**src/rtl/rx_pkg.sv**
```systemverilog
// rx_pkg: shared types and default widths for the receive-side drain logic.
//   state_e     - unloader FSM states.
//   *_W_DEF     - default data / RAM address / word-counter widths.
//   CSUM_W      - running checksum width (accumulates at the data width).
package rx_pkg;

  localparam int DATA_W_DEF  = 32;
  localparam int ADDR_W_DEF  = 8;
  localparam int COUNT_W_DEF = 9;
  localparam int CSUM_W      = DATA_W_DEF;

  typedef enum logic [1:0] {
    ST_IDLE  = 2'd0,
    ST_DRAIN = 2'd1,
    ST_FLUSH = 2'd2,
    ST_DONE  = 2'd3
  } state_e;

endpackage : rx_pkg

```
**src/rtl/rx_fifo_unloader.sv**
```systemverilog
// rx_fifo_unloader: drains the rvclk side of the DCFIFO into the receive RAM.
// Each start_i pulse runs one transfer of EXPECT_WORDS words, written to
// consecutive RAM addresses from 0, while counting and summing committed words.
//
// Ports:
//   clk_i, reset_n_i        receive clock, async active-low reset
//   start_i                 one-cycle pulse arming a transfer (IDLE/DONE only)
//   rdempty_i, data_i       FIFO empty flag and q (q valid the cycle after rdreq_o)
//   rdreq_o                 FIFO read request (combinational)
//   wren_o, addr_o, data_o  RAM write port (registered)
//   word_count_o            words committed this transfer
//   checksum_o              sum mod 2^DATA_W of committed words
//   busy_o, done_o          transfer in progress / transfer complete (held)
module rx_fifo_unloader
  import rx_pkg::*;
#(
  parameter int DATA_W       = DATA_W_DEF,
  parameter int ADDR_W       = ADDR_W_DEF,
  parameter int COUNT_W      = COUNT_W_DEF,
  parameter int EXPECT_WORDS = 256
) (
  input  logic               clk_i,
  input  logic               reset_n_i,
  input  logic               start_i,
  input  logic               rdempty_i,
  input  logic [DATA_W-1:0]  data_i,
  output logic               rdreq_o,
  output logic               wren_o,
  output logic [ADDR_W-1:0]  addr_o,
  output logic [DATA_W-1:0]  data_o,
  output logic [COUNT_W-1:0] word_count_o,
  output logic [DATA_W-1:0]  checksum_o,
  output logic               busy_o,
  output logic               done_o
);

  localparam logic [COUNT_W-1:0] EXPECT_C = COUNT_W'(EXPECT_WORDS);

  state_e             state_q, state_d;
  logic [COUNT_W-1:0] issued_q, issued_d;
  logic               rd_vld_q;
  logic [ADDR_W-1:0]  wptr_q;
  logic               wren_q;
  logic [ADDR_W-1:0]  addr_q;
  logic [DATA_W-1:0]  data_q;
  logic [COUNT_W-1:0] word_count_q;
  logic [DATA_W-1:0]  checksum_q;
  logic               busy_q;
  logic               done_q;
  logic               start_acc;

  // A start pulse only counts when no transfer is in flight.
  assign start_acc = start_i && ((state_q == ST_IDLE) || (state_q == ST_DONE));

  // Issued-read counter, next value. The DRAIN exit looks at this so that
  // FLUSH is entered the cycle right after the last read request.
  always_comb begin
    // NOTE: every combinational output gets a default first, so no path
    // through the block can leave it unassigned and infer a latch.
    issued_d = issued_q;
    if (start_acc) begin
      issued_d = '0;
    end else if (rdreq_o) begin
      issued_d = issued_q + COUNT_W'(1);
    end
  end

  // FSM: state register
  always_ff @(posedge clk_i or negedge reset_n_i) begin
    if (!reset_n_i) begin
      state_q <= ST_IDLE;
    end else begin
      state_q <= state_d;
    end
  end

  // FSM: next state
  always_comb begin
    state_d = state_q;
    case (state_q)
      ST_IDLE:  if (start_i)               state_d = ST_DRAIN;
      ST_DRAIN: if (issued_d == EXPECT_C)  state_d = ST_FLUSH;
      // Once no read is in flight, the final word is on the RAM port this
      // cycle, so the transfer is complete from the next cycle on.
      ST_FLUSH: if (!rd_vld_q)             state_d = ST_DONE;
      ST_DONE:  if (start_i)               state_d = ST_DRAIN;
      default:                             state_d = ST_IDLE;
    endcase
  end

  // FSM: outputs. The read request never fires on an empty FIFO and stops
  // once the whole transfer has been requested.
  always_comb begin
    rdreq_o = (state_q == ST_DRAIN) && !rdempty_i && (issued_q < EXPECT_C);
  end

  // Datapath: read pipeline, RAM write port, count and checksum.
  always_ff @(posedge clk_i or negedge reset_n_i) begin
    if (!reset_n_i) begin
      // NOTE: sequential state uses non-blocking assignments only, so every
      // register here samples the pre-edge values of the others.
      issued_q     <= '0;
      rd_vld_q     <= 1'b0;
      wptr_q       <= '0;
      wren_q       <= 1'b0;
      addr_q       <= '0;
      data_q       <= '0;
      word_count_q <= '0;
      checksum_q   <= '0;
      busy_q       <= 1'b0;
      done_q       <= 1'b0;
    end else begin
      issued_q <= issued_d;
      rd_vld_q <= rdreq_o;
      wren_q   <= rd_vld_q;
      busy_q   <= (state_d == ST_DRAIN) || (state_d == ST_FLUSH);
      done_q   <= (state_d == ST_DONE);
      if (start_acc) begin
        wptr_q       <= '0;
        word_count_q <= '0;
        checksum_q   <= '0;
      end else if (rd_vld_q) begin
        // FIFO q is valid now: commit it to the RAM port and the totals.
        data_q       <= data_i;
        addr_q       <= wptr_q;
        wptr_q       <= wptr_q + ADDR_W'(1);
        word_count_q <= word_count_q + COUNT_W'(1);
        checksum_q   <= checksum_q + data_i;
      end
    end
  end

  assign wren_o       = wren_q;
  assign addr_o       = addr_q;
  assign data_o       = data_q;
  assign word_count_o = word_count_q;
  assign checksum_o   = checksum_q;
  assign busy_o       = busy_q;
  assign done_o       = done_q;

endmodule : rx_fifo_unloader

```
**config.mk**
```make
export PLATFORM = sky130hd
export DESIGN_NAME = rx_fifo_unloader
export DESIGN_NICKNAME = d
export VERILOG_FILES = /design/src/rtl/rx_pkg.sv /design/src/rtl/rx_fifo_unloader.sv
export SDC_FILE = /design/constraint.sdc
export NUM_CORES = 1
export LEC_CHECK = 0
export BUFFER_PORTS_ARGS = -buffer_cell sky130_fd_sc_hd__buf_2
export CORE_MARGIN = 2
export CORE_UTILIZATION = 54
export CTS_CLUSTER_DIAMETER = 60
export CTS_CLUSTER_SIZE = 40
export DETAILED_ROUTE_END_ITERATION = 16
export HOLD_SLACK_MARGIN = 0.06
export PLACE_DENSITY = 0.82
export SYNTH_ARGS = -nofsm -noshare
export SYNTH_HDL_FRONTEND = slang
export SYNTH_SLANG_ARGS = --single-unit
```
**constraint.sdc**
```tcl
create_clock -name clk_i -period 3.8 [get_ports clk_i]
set_input_delay 0.76 -clock clk_i [delete_from_list [all_inputs] [get_ports clk_i]]
set_output_delay 0.76 -clock clk_i [all_outputs]
set_load 0.02 [all_outputs]
```
==> results of run 1 <==
[cells in the mapped netlist (2+ instances only)]
cell         n  area, um^2
a2bb2oi_1    2        17.5
buf_4        3        22.5
or3_1        3        18.8
nand4b_1     2        17.5
ha_1        38         475
o211ai_1     2        15.0
nand3b_1     4        30.0
o21ai_0     23         115
nor2_1      63         236
nor3_1      14        70.1
a31o_2       3        26.3
and2_1       5        31.3
a21o_1      22         165
a21oi_1     37         185
dfrtp_1    104        2600
mux2i_1     16         160
clkbuf_1    18        67.6
nand2_1    156         586
a21boi_0     3        22.5
xnor2_1     18         158
a2111oi_0    3        26.3
a21o_2       2        17.5
o22ai_1      3        18.8
and3_1       7        43.8
nor4_1       3        18.8
o21a_1       7        52.6
a211oi_1     6        45.0
nand4_1     12        75.1
inv_1       12        45.0
xor2_1      19         166
nand3_1     12        60.1
o21bai_1     3        22.5
a31oi_1      3        18.8
clkbuf_8     5        68.8
[layout by cell type (no fill, tap or decap), drive strengths merged, types with 2 or more instances in the layout]
master | synthesis | routed
nand3 | 12 | 12
nand4b | 2 | 2
a31oi | 3 | 3
a21o | 24 | 24
nor3 | 14 | 14
mux2i | 16 | 16
buf | 4 | 124
a2111oi | 3 | 3
dfrtp | 104 | 104
nor2 | 63 | 63
xor2 | 19 | 19
a2bb2oi | 2 | 2
o211ai | 3 | 3
o2111ai | 2 | 2
inv | 12 | 12
a31o | 4 | 4
a21oi | 38 | 38
or3 | 3 | 3
nand4 | 13 | 13
ha | 38 | 38
a21boi | 3 | 3
o22ai | 3 | 3
and3 | 8 | 8
nor4 | 3 | 3
xnor2 | 18 | 18
o21ai | 23 | 23
and2 | 5 | 5
bufinv | 0 | 2
nand2 | 157 | 157
nand3b | 4 | 4
clkbuf | 24 | 13
o21a | 8 | 8
o21bai | 3 | 3
a211oi | 6 | 6
[critical path, stage by stage]
cell       delay [ns]
buf_2            0.11
ha_1             0.40
a21oi_1          0.33
o22ai_1          0.17
a311oi_2         0.41
o2111ai_2        0.22
a41oi_2          0.35
o2111ai_1        0.21
a31o_1           0.27
a21oi_2          0.11
[flip-flops by register name (all words and copies together), names as in the netlist, 2 cells and up]
signal	flops
checksum_o	32
data_o	32
issued_q	9
word_count_o	9
addr_o	8
wptr_q	8
state_q	2
[power by group]
part | internal [uW] | leakage (uW) | switching [uW]
registers | 1480 | 0.00136 | 280
logic | 1020 | 0.00220 | 1780
clock network | 390 | 0.000108 | 373
[worst max path at each step]
stage                           from                          to  slack (ns)  cells after the start
final                     data_i[14]  checksum_o[31]$_DFFE_PN0P_        0.75                     10
after global routing      data_i[14]  checksum_o[31]$_DFFE_PN0P_        0.62                     10
after CTS                 data_i[14]  checksum_o[31]$_DFFE_PN0P_        0.83                     10
after floorplan            rdempty_i            busy_o$_DFF_PN0_        0.65                      9
after detailed placement  data_i[14]  checksum_o[31]$_DFFE_PN0P_        0.46                     10
after global placement     data_i[0]  checksum_o[26]$_DFFE_PN0P_        0.56                     11
[kinds of logic after synthesis]
group                    after synthesis  synth area share
AND/OR/NAND/NOR                      292             0.215
AO/OA/AOI/OAI                        133             0.150
flip-flops                           104             0.436
buffers and inverters                 40            0.0358
adder cells (fa/ha/maj)               39            0.0829
XOR/XNOR                              37            0.0542
multiplexers                          16            0.0268
[layer usage]
metal / share of wire / routed length, um
met1: 0.43 / 6330
met2: 0.49 / 7170
met3: 0.069 / 1020
met4: 0.015 / 217
met5: 0 / 0
[layout make-up]
| type | instances | area, um^2 | share of cell area |
|---|---|---|---|
| tap | 140 | 175 | 0.0256 |
| clock inverter | 3 | 65.1 | 0.00949 |
| timing repair buffer | 124 | 646 | 0.0942 |
| sequential | 104 | 2600 | 0.380 |
| clock buffer | 13 | 149 | 0.0217 |
| multi-input combinational | 517 | 3170 | 0.462 |
| inverter | 12 | 45.0 | 0.00657 |
[through the flow]
step	cells	total power (uW)	hold WS, ns
floorplan	661	3780	0.369
global placement	897	4430	0.452
detailed placement	897	4560	0.457
CTS	913	5340	0.438
global route	913	5710	0.473
finish	913	5330	0.411
==> impl_metrics.yaml, run 1 <==
run_status:
  status: "finished clean"
grt:
  grt_pass1_wl_mm: 23.9
  grt_remaining_overflow: 0
  met3_usage: 0.0568
  met2_usage: 0.432
  top_usage_layer: "met2"
  antenna_found_initial: 0
  grt_pass1_vias: 5121
  grt_max_degree: 54
  gr-usage-all-layers: 0.253
  use_met1: 0.322
run:
  maxCapViolations: 0
critical_path:
  ff2ff_setup_slack_ns: 0.84
  worstPathRequired_ns: 4.10
  arrival_ns: 3.35
  cp-start-kind: "input pin"
  rr_worst_depth: 9
  critPathKind: "in -> reg"
  crit_fanout: 8
  r2r_end: "checksum_o[31]$_DFFE_PN0P_"
  rr_startpoint: "checksum_o[14]$_DFFE_PN0P_"
  worst_setup_path_end_kind: "flop"
timing:
  drv_slew: 0
  relSlewSlack: 0.356
  layout_setup_ws_ns: 0.752
  fin_crit_sh: 0.802
  timing.final.hold_violations: 0
  finalSetupViolCount: 0
  fin_tns_setup_ns: 0
  worst_slew_pin_slew_ns: 0.964
  fin_skew_ns: 0.00696
  fmax_mhz: 328
  period_needed_ns: 3.05
  rsz0062_at_grt: "false"
pwr:
  vdd_drop_max_v: 0.000454
  power.leakage_uw: 0.00367
  power.density_nw_per_um2: 777
die:
  ioPinCount: 121
  std_cell_rows: 38
  start_util: 0.551
  fp.dieW_um: 109
  die_y_um: 109
  die_area_um2: 11900
  core_um2: 10800
placement:
  preCtsSetupSlack_ns: 0.461
  place_area_um2: 6640
  port_buffers: 120
  hpwlAfterDp_mm: 10.4
  gp_congestion: 0.899
clock_tree:
  clkSinkCount: 104
  holdBufCountCts: 0
  clk_pin_slew_ns: 0.09
  cts_buffers: 9
  cts_buffer_depth: 2
  cts-resized-gates: 0
  cts_tree: "built"
  clock_latency_ns: 0.37
  cts-root-buf: "clkbuf_8"
  cts_setup_buffers: 0
  htree_levels: 3
synth:
  syn_area_um2: 5970
  avgSynthCellArea_um2: 9.04
  synth-seq-cells: 104
  synth.net_count: 736
  synth-async-reset-ratio: 1.00
  yosys_warnings: 0
  syn_inst: 661
  yosysUniqueCellTypes: 62
  ys.flop_type: "dfrtp_1"
  synth_edf_count: 0
  ys_seq_area_frac: 0.436
final_layout:
  fin_area_um2: 6850
  fillers: 925
  drive_above_1_share: 0.203
  utilization: 0.632
  area_growth_pct: 14.7
  nNetsFinal: 843
  n_antenna_cell: 0
routing:
  drc: 0
  num_vias: 5244
  first_pass_iters: 7
  detail-route-antenna-nets: 0
  vias_per_cell: 5.74
  drt-total-wl_mm: 14.7
  drtIter0Drc: 272
  wl_per_cell_um: 16.1
worst_hold_path:
  hp-class: "in -> async"
No activity file was read; power rests on OpenSTA's default activity.
==> run 2, diff against run 1 <==
==> constraint.sdc (replaced) <==
create_clock -name clk_i -period 3.1 [get_ports clk_i]
set_input_delay 0.62 -clock clk_i [delete_from_list [all_inputs] [get_ports clk_i]]
set_output_delay 0.62 -clock clk_i [all_outputs]
set_load 0.02 [all_outputs]
==> run 2 against run 1 <==
Combinational power grew 25%. Count of clock-buffer cells in the layout fell by 4. Cell count increased by 1.3%. Clock skew increased by 0.0014 ns. Critical path type is now reg -> reg. Largest cell class unchanged.
==> impl_metrics.yaml, run 2 (synthesized netlist as in run 1, its figures left out) <==
run_status:
  status: "finished clean"
timing:
  fin_tns_setup_ns: 0
  worst_slew_pin_slew_ns: 0.615
  rsz0062_at_grt: "false"
  timing.final.hold_violations: 0
  drv_slew: 0
  hold_ws_ns: 0.208
  fmax_mhz: 350
  relSlewSlack: 0.589
  period_needed_ns: 2.86
  fin_crit_sh: 0.923
  finalSetupViolCount: 0
  fin_skew_ns: 0.00831
die:
  die_y_um: 109
  ioPinCount: 121
  fp.dieW_um: 109
  std_cell_rows: 38
  start_util: 0.551
  die_area_um2: 11900
  core_um2: 10800
critical_path:
  cp-start-kind: "flop"
  critPathKind: "reg -> reg"
  worst_setup_path_end_kind: "flop"
  crit_fanout: 8
  arrival_ns: 3.11
  worstPathRequired_ns: 3.35
grt:
  grt_remaining_overflow: 0
  gr-usage-all-layers: 0.253
  antenna_found_initial: 0
  grt_pass1_vias: 5033
  grt_max_degree: 66
  grt_pass1_wl_mm: 23.9
routing:
  first_pass_iters: 4
  drtIter0Drc: 285
  drc: 0
  wl_per_cell_um: 15.7
  drt-total-wl_mm: 14.5
  vias_per_cell: 5.68
  num_vias: 5253
  detail-route-antenna-nets: 0
final_layout:
  fillers: 896
  area_growth_pct: 15.9
  utilization: 0.639
  drive_above_1_share: 0.219
  fin_cells: 925
  n_antenna_cell: 0
  layout_commonest_cell: "nand2_1"
  nNetsFinal: 855
  final_cell_mix: "nand2_1 (155), buf_2 (119), dfrtp_1 (103)"
clock_tree:
  cts_tree: "built"
  clk_pin_slew_ns: 0.10
  holdBufCountCts: 0
  cts_setup_buffers: 0
  clkSinkCount: 104
  htree_levels: 3
  cts-root-buf: "clkbuf_8"
  cts_buffers: 9
  cts-resized-gates: 0
  clock_latency_ns: 0.39
  cts_buffer_depth: 2
run:
  maxCapViolations: 0
pwr:
  vdd_drop_max_v: 0.000505
  power.leakage_uw: 0.00371
  power.density_nw_per_um2: 934
placement:
  gp_congestion: 0.900
  dp.cells: 909
  hpwlAfterDp_mm: 10.6
  port_buffers: 120
worst_hold_path:
  hp-class: "in -> async"
==> run 2: cell types whose count changed in the layout (fill, tap and decap cells not counted) <==
cell,delta
clkbuf_1,-3
clkinvlp_4,+3
clkbuf_8,-1
buf_12,+1
a2111oi_0,-1
clkinv_2,-1
a2111oi_1,+1
buf_4,+11
clkinv_4,+3
bufinv_16,-2
inv_6,+1
==> run 2: metrics by stage <==
| stage | power (uW) | setup slack [ns] | area (um^2) |
|---|---|---|---|
| finish | 6470 | 0.240 | 6920 |
| global placement | 5510 | 0.0458 | 6740 |
| detailed placement | 5670 | -0.122 | 6740 |
| floorplan | 4640 | 0.0875 | 5970 |
| global route | 6970 | 0.0395 | 6920 |
| CTS | 6470 | 0.222 | 6920 |
==> run 2: power by group <==
part	internal (uW)	switching [uW]	total, uW
Sequential	1810	345	2150
Clock	299	505	804
Combinational	1320	2190	3510
==> run 2: worst max-delay path, cell delays in order (launching register included) <==
cell	delay [ns]
dfrtp_1	0.42
ha_1	0.22
fa_1	0.42
a21o_1	0.22
nand4_1	0.14
a21oi_1	0.10
o21ai_0	0.28
nand2_1	0.12
a21o_1	0.27
a2111oi_1	0.45
a211oi_1	0.09
==> run 2: worst paths after layout <==
path                                            from                    endpoint  slack, ns  depth (start not counted)
max in group asynchronous                  reset_n_i          rd_vld_q$_DFF_PN0_       2.17                          2
min reg2reg                   data_o[26]$_DFFE_PN0P_      data_o[26]$_DFFE_PN0P_       0.48                          2
max                        checksum_o[0]$_DFFE_PN0P_  checksum_o[30]$_DFFE_PN0P_       0.24                         10
max reg2reg                checksum_o[0]$_DFFE_PN0P_  checksum_o[30]$_DFFE_PN0P_       0.24                         10
min in group clk_i                        data_i[25]      data_o[25]$_DFFE_PN0P_       0.44                          3
min                                        reset_n_i      data_o[11]$_DFFE_PN0P_       0.21                          1
==> run 2: cell type report <==
cell class	count	area [um^2]	area share
Clock buffer	9	124	0.0179
Clock inverter	7	57.6	0.00831
Inverter	12	45.0	0.00651
Tap cell	140	175	0.0253
Timing Repair Buffer	136	748	0.108
Multi-Input combinational cell	517	3170	0.458
Sequential cell	104	2600	0.376
==> run 2: layer usage <==
metal / global-route usage / wire length [um]
met5: 0 / 0
met4: 0.0714 / 238
met3: 0.0532 / 952
met2: 0.423 / 7020
met1: 0.334 / 6290
==> run 3, diff against run 2 <==
==> constraint.sdc (replaced) <==
create_clock -name clk_i -period 2.8 [get_ports clk_i]
set_input_delay 0.56 -clock clk_i [delete_from_list [all_inputs] [get_ports clk_i]]
set_output_delay 0.56 -clock clk_i [all_outputs]
set_load 0.02 [all_outputs]
==> run 3 against run 2 <==
Die area unchanged. Register-to-register slack worse by 0.10 ns. Maximum frequency increased by 7.5%. Utilization is 3.6 points higher. Largest power group unchanged. Final area up 5.6%. Critical path type unchanged.
==> impl_metrics.yaml, run 3 (synthesized netlist as in run 1, its figures left out) <==
run_status:
  status: "finished clean"
grt:
  grt_max_degree: 45
  grt_pass1_wl_mm: 24.9
  top_usage_layer: "met2"
  met3_usage: 0.0544
  met2_usage: 0.438
  gr-usage-all-layers: 0.263
  use_met1: 0.344
  antenna_found_initial: 0
  grt_remaining_overflow: 0
  grt_pass1_vias: 5371
final_layout:
  fin_cells: 959
  n_antenna_cell: 0
  area_growth_pct: 22.4
  fin_area_um2: 7310
  final_cell_mix: "nand2_1 (156), buf_2 (119), dfrtp_1 (102)"
  drive_above_1_share: 0.267
  nNetsFinal: 889
  layout_commonest_cell: "nand2_1"
critical_path:
  cpMaxStageDelayCell: "dfrtp_1"
  arrival_ns: 2.93
  cpLargestDelayFamily: "simple AND/OR/NAND/NOR gates"
  crit_fanout: 4
  cp_cell_sequence: "inv_1, ha_4, nand4bb_4, or3_1, xor2_1, nor2_1, nor4_2, nand4b_1, a21oi_2, a2bb2oi_2, ha_1"
  critPathMaxStageDelay_ns: 0.39
  worst_setup_path_end_kind: "flop"
  cp-start-kind: "flop"
  worstPathRequired_ns: 3.07
  critPathKind: "reg -> reg"
  path_buf_inv: 1
placement:
  dp.cells: 940
  preCtsSetupSlack_ns: -0.266
  hpwlAfterDp_mm: 11.0
  port_buffers: 120
  place_area_um2: 6960
  gp_congestion: 0.937
timing:
  fin_crit_sh: 0.950
  relSlewSlack: 0.353
  drv_slew: 0
  rsz0062_at_grt: "true"
  fin_skew_ns: 0.00988
  worst_slew_pin_slew_ns: 0.969
  fmax_mhz: 376
  layout_setup_ws_ns: 0.140
  period_needed_ns: 2.66
  timing.final.hold_violations: 0
  finalSetupViolCount: 0
clock_tree:
  htree_levels: 3
  cts_buffers: 9
  cts-root-buf: "clkbuf_8"
  clock_latency_ns: 0.39
  clkSinkCount: 104
  clk_pin_slew_ns: 0.10
  cts_buffer_depth: 2
  cts_tree: "built"
die:
  core_um2: 10800
  start_util: 0.551
  die_area_um2: 11900
  die_y_um: 109
  std_cell_rows: 38
  ioPinCount: 121
  fp.dieW_um: 109
routing:
  vias_per_cell: 5.64
  first_pass_iters: 5
  num_vias: 5407
  detail-route-antenna-nets: 0
  drt-total-wl_mm: 15.3
  drc: 0
  drtIter0Drc: 300
  wl_per_cell_um: 15.9
worst_hold_path:
  hp-class: "in -> async"
pwr:
  vdd_drop_max_v: 0.000567
  power.density_nw_per_um2: 1040
  power.leakage_uw: 0.00388
  fin_total_pwr_uw: 7600
run:
  maxCapViolations: 0
[run 3: layer usage]
layer,part of all wire,vias to the layer above
li1,-,2595
met3,0.061,26
met4,0.020,0
met5,0,-
met2,0.49,175
met1,0.43,2611
[run 3: metrics by stage]
step            TNS, ns   util  hold slack [ns]
2_1_floorplan         0      -            0.264
5_1_grt        -0.00650  0.674            0.165
6_report              0  0.674            0.126
3_5_place_dp      -1.11  0.642            0.457
3_3_place_gp     -0.625  0.642            0.452
4_1_cts               0  0.661            0.143
[run 3: repair_timing]
item	in CTS	in global routing
buffers inserted	0	3
endpoints found under the setup margin	0	8
hold buffers	0	0
resized for setup	0	22
[run 3: layout make-up]
cell class	instances	area, um^2
Clock inverter	4	53.8
Sequential cell	104	2610
Fill cell	843	3530
Multi-Input combinational cell	517	3300
Clock buffer	12	145
Timing Repair Buffer	170	991
Tap cell	140	175
Inverter	12	45.0
[run 3: power by group]
group,switching (uW),internal [uW]
Combinational,2550,1690
Clock,535,441
Sequential,379,2010
[run 3: path summary, 6_finish.rpt]
check                                                   to                   from  cells after the start  slack (ns)
worst min register to register       data_o[0]$_DFFE_PN0P_  data_o[0]$_DFFE_PN0P_                      2        0.48
worst max register to register            busy_o$_DFF_PN0_   state_q[1]$_DFF_PN0_                     11        0.14
worst min-delay path            checksum_o[10]$_DFFE_PN0P_              reset_n_i                      1        0.13
min in group clk_i                  data_o[23]$_DFFE_PN0P_             data_i[23]                      3        0.38
max in group asynchronous       checksum_o[29]$_DFFE_PN0P_              reset_n_i                      2        1.96
worst max-delay path                      busy_o$_DFF_PN0_   state_q[1]$_DFF_PN0_                     11        0.14
